File: src/rtl/cipher_pkg.sv
// rtl/cipher_pkg.sv - LFSR widths, taps and keystream step helpers shared by cipher and stream_decryptor_rx
package cipher_pkg;

    localparam int BYTE_W = 8;
    localparam int K1_W   = 5;
    localparam int K2_W   = 7;
    localparam int K3_W   = 9;

    localparam int T1A = 4;
    localparam int T1B = 2;
    localparam int T2A = 6;
    localparam int T2B = 5;
    localparam int T3A = 8;
    localparam int T3B = 4;

    // An all-zero seed would lock an LFSR at zero, so it is replaced by all-ones.
    localparam logic [K1_W-1:0] ZERO_SUB1 = '1;
    localparam logic [K2_W-1:0] ZERO_SUB2 = '1;
    localparam logic [K3_W-1:0] ZERO_SUB3 = '1;

    typedef struct packed {
        logic [K1_W-1:0] r1;
        logic [K2_W-1:0] r2;
        logic [K3_W-1:0] r3;
    } lfsr_state_t;

    function automatic lfsr_state_t seed_state(input logic [K1_W-1:0] k1,
                                               input logic [K2_W-1:0] k2,
                                               input logic [K3_W-1:0] k3);
        lfsr_state_t s;
        s.r1 = (k1 == '0) ? ZERO_SUB1 : k1;
        s.r2 = (k2 == '0) ? ZERO_SUB2 : k2;
        s.r3 = (k3 == '0) ? ZERO_SUB3 : k3;
        return s;
    endfunction

    function automatic logic ks_bit(input lfsr_state_t s);
        return s.r1[K1_W-1] ^ s.r2[K2_W-1] ^ s.r3[K3_W-1];
    endfunction

    function automatic lfsr_state_t ks_step(input lfsr_state_t s);
        lfsr_state_t n;
        n.r1 = {s.r1[K1_W-2:0], s.r1[T1A] ^ s.r1[T1B]};
        n.r2 = {s.r2[K2_W-2:0], s.r2[T2A] ^ s.r2[T2B]};
        n.r3 = {s.r3[K3_W-2:0], s.r3[T3A] ^ s.r3[T3B]};
        return n;
    endfunction

endpackage

File: src/rtl/stream_decryptor_rx_if.sv
// rtl/stream_decryptor_rx_if.sv - ciphertext bit stream in, plaintext byte stream out
interface stream_decryptor_rx_if;
    import cipher_pkg::*;

    logic              ct_valid;
    logic              ct_bit;
    logic              ct_sof;
    logic              ct_ready;
    logic              out_valid;
    logic [BYTE_W-1:0] out_data;
    logic              out_ready;
    logic              partial_drop;

    modport master (
        output ct_valid, ct_bit, ct_sof, out_ready,
        input  ct_ready, out_valid, out_data, partial_drop
    );

    modport slave (
        input  ct_valid, ct_bit, ct_sof, out_ready,
        output ct_ready, out_valid, out_data, partial_drop
    );
endinterface

File: src/rtl/keystream_gen.sv
// rtl/keystream_gen.sv - three-LFSR keystream generator, bit-identical on both link ends
module keystream_gen
    import cipher_pkg::*;
(
    input  logic            clk,
    input  logic            reset_n,
    input  logic            load,
    input  logic            step,
    input  logic [K1_W-1:0] key1,
    input  logic [K2_W-1:0] key2,
    input  logic [K3_W-1:0] key3,
    output logic            ks
);

    lfsr_state_t r_state;
    lfsr_state_t w_seed;
    lfsr_state_t w_cur;

    // On load the current bit already comes from the seed so a resync bit uses it.
    assign w_seed = seed_state(key1, key2, key3);
    assign w_cur  = load ? w_seed : r_state;
    assign ks     = ks_bit(w_cur);

    always_ff @(posedge clk) begin
        if (!reset_n) begin
            r_state <= w_seed;
        end else if (step) begin
            r_state <= ks_step(w_cur);
        end else if (load) begin
            r_state <= w_seed;
        end
    end

endmodule

File: src/rtl/stream_decryptor_rx.sv
// rtl/stream_decryptor_rx.sv - serial stream-cipher receiver with byte assembly and output FIFO
module stream_decryptor_rx
    import cipher_pkg::*;
#(
    parameter int DEPTH = 4
) (
    input  logic                 clk,
    input  logic                 reset_n,
    input  logic [K1_W-1:0]      key1,
    input  logic [K2_W-1:0]      key2,
    input  logic [K3_W-1:0]      key3,
    stream_decryptor_rx_if.slave bus
);

    localparam int AW = $clog2(DEPTH);

    logic [AW:0]        r_wr_ptr;
    logic [AW:0]        r_rd_ptr;
    logic [BYTE_W-1:0]  r_mem [DEPTH];
    logic [2:0]         r_cnt;
    logic [BYTE_W-2:0]  r_asm;
    logic               r_drop;

    logic w_full;
    logic w_empty;
    logic w_accept;
    logic w_resync;
    logic w_push;
    logic w_pop;
    logic w_ks;
    logic w_pt;

    assign w_full   = (r_wr_ptr[AW] != r_rd_ptr[AW]) && (r_wr_ptr[AW-1:0] == r_rd_ptr[AW-1:0]);
    assign w_empty  = (r_wr_ptr == r_rd_ptr);
    assign w_accept = bus.ct_valid && !w_full;
    assign w_resync = w_accept && bus.ct_sof;
    assign w_pt     = bus.ct_bit ^ w_ks;
    assign w_push   = w_accept && !bus.ct_sof && (r_cnt == 3'd7);
    assign w_pop    = !w_empty && bus.out_ready;

    keystream_gen u_ks (
        .clk     (clk),
        .reset_n (reset_n),
        .load    (w_resync),
        .step    (w_accept),
        .key1    (key1),
        .key2    (key2),
        .key3    (key3),
        .ks      (w_ks)
    );

    always_ff @(posedge clk) begin
        if (!reset_n) begin
            r_wr_ptr <= '0;
            r_rd_ptr <= '0;
            r_cnt    <= '0;
            r_asm    <= '0;
            r_drop   <= 1'b0;
        end else begin
            r_drop <= w_resync && (r_cnt != 3'd0);
            if (w_accept) begin
                // A frame start restarts assembly with this bit as byte bit 7.
                if (bus.ct_sof) begin
                    r_cnt <= 3'd1;
                    r_asm <= {{(BYTE_W-2){1'b0}}, w_pt};
                end else begin
                    r_cnt <= r_cnt + 3'd1;
                    r_asm <= {r_asm[BYTE_W-3:0], w_pt};
                end
            end
            if (w_push) begin
                r_wr_ptr <= r_wr_ptr + 1'b1;
            end
            if (w_pop) begin
                r_rd_ptr <= r_rd_ptr + 1'b1;
            end
        end
    end

    always_ff @(posedge clk) begin
        if (w_push) begin
            r_mem[r_wr_ptr[AW-1:0]] <= {r_asm, w_pt};
        end
    end

    assign bus.ct_ready     = !w_full;
    assign bus.out_valid    = !w_empty;
    assign bus.out_data     = w_empty ? '0 : r_mem[r_rd_ptr[AW-1:0]];
    assign bus.partial_drop = r_drop;

endmodule

File: src/flat_wrapper.sv
// flat-port wrapper written by rule: the top's interface ports become plain ports
module stream_decryptor_rx_flat import cipher_pkg::*;
#(
    parameter int DEPTH = 4
)
  (clk, reset_n, key1, key2, key3, bus_ct_valid, bus_ct_bit, bus_ct_sof, bus_out_ready, bus_ct_ready, bus_out_valid, bus_out_data, bus_partial_drop);
  stream_decryptor_rx_if bus_i ();
  input  logic clk;
  input  logic reset_n;
  input  logic [K1_W-1:0] key1;
  input  logic [K2_W-1:0] key2;
  input  logic [K3_W-1:0] key3;
  input wire logic [$bits(bus_i.ct_valid)-1:0] bus_ct_valid;
  input wire logic [$bits(bus_i.ct_bit)-1:0] bus_ct_bit;
  input wire logic [$bits(bus_i.ct_sof)-1:0] bus_ct_sof;
  input wire logic [$bits(bus_i.out_ready)-1:0] bus_out_ready;
  output wire logic [$bits(bus_i.ct_ready)-1:0] bus_ct_ready;
  output wire logic [$bits(bus_i.out_valid)-1:0] bus_out_valid;
  output wire logic [$bits(bus_i.out_data)-1:0] bus_out_data;
  output wire logic [$bits(bus_i.partial_drop)-1:0] bus_partial_drop;
  assign bus_i.ct_valid = bus_ct_valid;
  assign bus_i.ct_bit = bus_ct_bit;
  assign bus_i.ct_sof = bus_ct_sof;
  assign bus_i.out_ready = bus_out_ready;
  assign bus_ct_ready = bus_i.ct_ready;
  assign bus_out_valid = bus_i.out_valid;
  assign bus_out_data = bus_i.out_data;
  assign bus_partial_drop = bus_i.partial_drop;
  stream_decryptor_rx #(.DEPTH(DEPTH)) u_core (.clk(clk), .reset_n(reset_n), .key1(key1), .key2(key2), .key3(key3), .bus(bus_i));
endmodule
File: config.mk
export PLATFORM = sky130hd
export DESIGN_NAME = stream_decryptor_rx_flat
export DESIGN_NICKNAME = d
export VERILOG_FILES = /design/src/rtl/cipher_pkg.sv /design/src/rtl/stream_decryptor_rx_if.sv /design/src/rtl/keystream_gen.sv /design/src/rtl/stream_decryptor_rx.sv /design/src/flat_wrapper.sv
export SDC_FILE = /design/constraint.sdc
export NUM_CORES = 1
export LEC_CHECK = 0
export ABC_AREA = 1
export BUFFER_PORTS_ARGS = -buffer_cell sky130_fd_sc_hd__buf_2
export CELL_PAD_IN_SITES_DETAIL_PLACEMENT = 1
export CELL_PAD_IN_SITES_GLOBAL_PLACEMENT = 2
export CORE_MARGIN = 3
export CORE_UTILIZATION = 32
export DETAILED_ROUTE_END_ITERATION = 16
export HOLD_SLACK_MARGIN = 0.1
export PLACE_DENSITY_LB_ADDON = 0.1
export SETUP_SLACK_MARGIN = 0.15
export SYNTH_ARGS = -nofsm -noshare
export SYNTH_HDL_FRONTEND = slang
export SYNTH_HIERARCHICAL = 1
export SYNTH_SLANG_ARGS = --single-unit
export TNS_END_PERCENT = 5
File: constraint.sdc
create_clock -name clk -period 2.2 [get_ports clk]
set_input_delay 0.22 -clock clk [delete_from_list [all_inputs] [get_ports clk]]
set_output_delay 0.22 -clock clk [all_outputs]
set_load 0.01 [all_outputs]
==> impl_metrics.sql <==
INSERT INTO impl_metrics (metric_group, metric, value, unit) VALUES
('sta', 'timing_worst_slew_pin_value', '0.538', 'ns'),
('clock_network', 'clock_transition_at_the_register_clock_pins_on_the_worst_setup_and_hold_paths_after_cts', '0.06', 'ns'),
('setup_path', 'worst_setup_path_start_kind', 'register', ''),
('setup_path', 'critical_path.top_delay_family', 'simple AND/OR/NAND/NOR gates', ''),
('layout', 'fillers', '1353', ''),
('global_route', 'grt_max_degree', '26', ''),
('drt', 'per_cell_routed_wire_length', '13.9', 'um'),
('clock_network', 'tritoncts', 'yes', ''),
('job', 'cap_viol_max_count', '0', ''),
('layout', 'syn2layout_area_growth', '22.6', '%'),
('layout', 'sequential_cell_area', '1770', 'um^2'),
('setup_path', 'worst-endpoint-arrival', '2.22', 'ns'),
('global_route', 'vias_in_the_first_global_route', '3213', ''),
('setup_path', 'cp.required', '2.42', 'ns'),
('sta', 'fin_worst_hold_slack', '0.152', 'ns'),
('clock_network', 'max-clock-path-buffers', '2', ''),
('clock_network', 'h_tree_depth', '3', ''),
('die', 'design.portCount', '38', ''),
('setup_path', 'cp.buffers_inverters', '4', ''),
('synthesis', 'ys_ff_latch', '72', ''),
('layout', 'utilization', '41.3', '%'),
('layout', 'drive_gt1_share', '26.9', '%'),
('layout', 'finalNetCount', '561', ''),
('synthesis', 'async_flop_share', '0', '%'),
('placed_design', 'setup_ws_pre_cts', '0.0444', 'ns'),
('synthesis', 'top_count_cell_post_synth', 'sky130_fd_sc_hd__nand2_1', ''),
('setup_path', 'critical-path-max-stage-delay', '0.36', 'ns'),
('power_and_ir_drop', 'leakage', '0.00206', 'uW'),
('power_and_ir_drop', 'pwr_density_cell', '766', 'nW/um^2'),
('setup_path', 'worst_r2r_setup_slack', '0.21', 'ns'),
('sta', 'timing.final.crit_share', '90.7', '%'),
('setup_path', 'setup.worst_path.end_class', 'register', ''),
('sta', 'fmax', '501', 'MHz'),
('global_route', 'grt_overflow', '0', ''),
('synthesis', 'yosysTopAreaCellShare', '25.5', '%'),
('die', 'floorplan.initialDensity', '33.7', '%'),
('die', 'dieArea', '13100', 'um^2'),
('drt', 'dr.first_iter.drc_count', '98', ''),
('sta', 'slew_violations', '0', ''),
('sta', 'totalNegativeSetupSlack', '0', 'ns'),
('setup_path', 'worstPathCellList', 'inv_2, nand2_2, nand2_2, nand3_4, nand2_4, inv_8, nand2_8, inv_8, or2_4, nand2_4, inv_4, nand2_4, nand2_2, nand2_2, nand2_4, xor2_4, o21ai_1, nor2_1', ''),
('worst_hold_path', 'timing.hold.worst.class', 'in2reg', ''),
('sta', 'grt_setup_unrepaired', 'true', ''),
('outcome', 'result_of_the_run', 'finished clean', ''),
('synthesis', 'synth_top_flop_cell', 'sky130_fd_sc_hd__dfxtp_1', ''),
('sta', 'period_needed', '1.99', 'ns'),
('drt', 'firstDrtPassIters', '4', ''),
('die', 'floorplan.core_area', '11200', 'um^2'),
('synthesis', 'synth.cells.most_frequent', 'sky130_fd_sc_hd__nand2_1, sky130_fd_sc_hd__inv_1, sky130_fd_sc_hd__nor2_1', ''),
('placed_design', 'place.gp.congestion', '0.716', ''),
('synthesis', 'synth_area_leaders', 'sky130_fd_sc_hd__edfxtp_1, sky130_fd_sc_hd__dfxtp_1, sky130_fd_sc_hd__nand2_1', ''),
('power_and_ir_drop', 'worst_ir_drop_vdd', '275', 'uV'),
('synthesis', 'synth.avg_cell_area', '7.99', 'um^2'),
('drt', 'drt-vias-per-instance', '4.71', ''),
('synthesis', 'netlist_instances', '471', ''),
('placed_design', 'post-dp-hpwl', '6630', 'um'),
('clock_network', 'cts_buffers', '9', ''),
('sta', 'finalHoldViolations', '0', ''),
('die', 'row_count', '38', ''),
('setup_path', 'worst-path-max-fanout', '9', ''),
('sta', 'worst_slew_margin_rel', '64.1', '%'),
('die', 'die_height', '114', 'um'),
('synthesis', 'yosys_warnings', '6', ''),
('drt', 'route.final.wire_length', '9320', 'um'),
('synthesis', 'cell_area_after_synthesis', '3760', 'um^2'),
('layout', 'multi_input_area', '1730', 'um^2'),
('clock_network', 'clock_insertion_delay_at_the_later_pin_of_the_skew_report', '0.33', 'ns'),
('drt', 'antenna_left', '0', ''),
('die', 'dieWidth', '114', 'um'),
('sta', 'clock-skew-final', '0.00554', 'ns'),
('sta', 'worst_slack', '0.205', 'ns');
[cell usage in the layout, fill, tap and decap left out, types with 9 or more instances in the layout]
cell	instances
sky130_fd_sc_hd__nand2_1	118
sky130_fd_sc_hd__nor2_1	46
sky130_fd_sc_hd__inv_1	44
sky130_fd_sc_hd__o21ai_0	38
sky130_fd_sc_hd__buf_2	37
sky130_fd_sc_hd__dfxtp_1	35
sky130_fd_sc_hd__edfxtp_1	32
sky130_fd_sc_hd__nand3_1	30
sky130_fd_sc_hd__buf_4	26
sky130_fd_sc_hd__a21oi_1	22
sky130_fd_sc_hd__nand2_2	13
sky130_fd_sc_hd__clkbuf_16	9
[cell type report]
cell class	instances	share of cell area (%)
clock buffer	9	4.88
clock inverter	7	1.74
tap	140	3.80
inverter	54	4.77
timing repair buffer	65	8.93
sequential	72	38.4
multi-input combinational	324	37.5
[timing repair]
action | 4_1_cts | 5_1_grt
endpoints found under the hold margin | 0 | 0
gates resized for setup | 5 | 20
setup buffers | 2 | 7
pin swaps | 3 | 12
endpoints found under the setup margin | 8 | 12
[cell families (layout without fill, tap and decap cells)]
family	count (synthesis)	after routing	synth area share, %
flip-flops	72	72	46.8
adder cells (fa/ha/maj)	8	8	2.66
AO/OA/AOI/OAI	80	80	12.4
AND/OR/NAND/NOR	235	235	28.2
buffers and inverters	75	135	9.65
XOR/XNOR	1	1	0.233
[flip-flops by register name (all words and copies together), names as in the netlist, named ones only]
register and cells:
u_core/u_ks/r_state 21, u_core/bus.partial_drop 1, u_core/r_cnt 3, u_core/r_asm 7, u_core/r_rd_ptr 3, u_core/r_wr_ptr 3, u_core/r_mem 32
[metal layers]
metal	track usage (%)	vias up	routed length [um]
met5	0	-	0
met4	6.41	0	106
met3	2.22	8	213
met2	27.4	34	4910
met1	17.7	1482	4100
li1	-	1635	-
[metrics by stage]
step                      cells  area, um^2  total power, uW
after floorplan             471        3790             1880
after global placement      646        4150             2030
after detailed placement    646        4150             2040
after CTS                   664        4480             3560
after global routing        671        4610             3720
final                       671        4610             3530
[power by group]
group	switching, uW	total, uW	internal [uW]
logic	329	556	227
clock network	596	1480	887
registers	40.3	1500	1450
[worst register-to-register path, stage by stage, from the launching register on]
cell	delay [ns]
sky130_fd_sc_hd__dfxtp_4	0.36
sky130_fd_sc_hd__inv_2	0.06
sky130_fd_sc_hd__nand2_2	0.05
sky130_fd_sc_hd__nand2_2	0.10
sky130_fd_sc_hd__nand3_4	0.09
sky130_fd_sc_hd__nand2_4	0.11
sky130_fd_sc_hd__inv_8	0.05
sky130_fd_sc_hd__nand2_8	0.06
sky130_fd_sc_hd__inv_8	0.05
sky130_fd_sc_hd__or2_4	0.23
sky130_fd_sc_hd__nand2_4	0.08
sky130_fd_sc_hd__inv_4	0.05
sky130_fd_sc_hd__nand2_4	0.06
sky130_fd_sc_hd__nand2_2	0.05
sky130_fd_sc_hd__nand2_2	0.08
sky130_fd_sc_hd__nand2_4	0.06
sky130_fd_sc_hd__xor2_4	0.19
sky130_fd_sc_hd__o21ai_1	0.12
sky130_fd_sc_hd__nor2_1	0.05
[path summary, 6_finish.rpt]
kind                       from  cells past startpoint                      to
max          u_core/r_wr_ptr[1]                     18         u_core/r_asm[0]
min reg2reg     u_core/r_cnt[1]                      2         u_core/r_cnt[1]
min                     key2[0]                      3  u_core/u_ks/r_state[9]
max reg2reg  u_core/r_wr_ptr[1]                     18         u_core/r_asm[0]
Note: power is estimated with default switching activity, not from simulation.
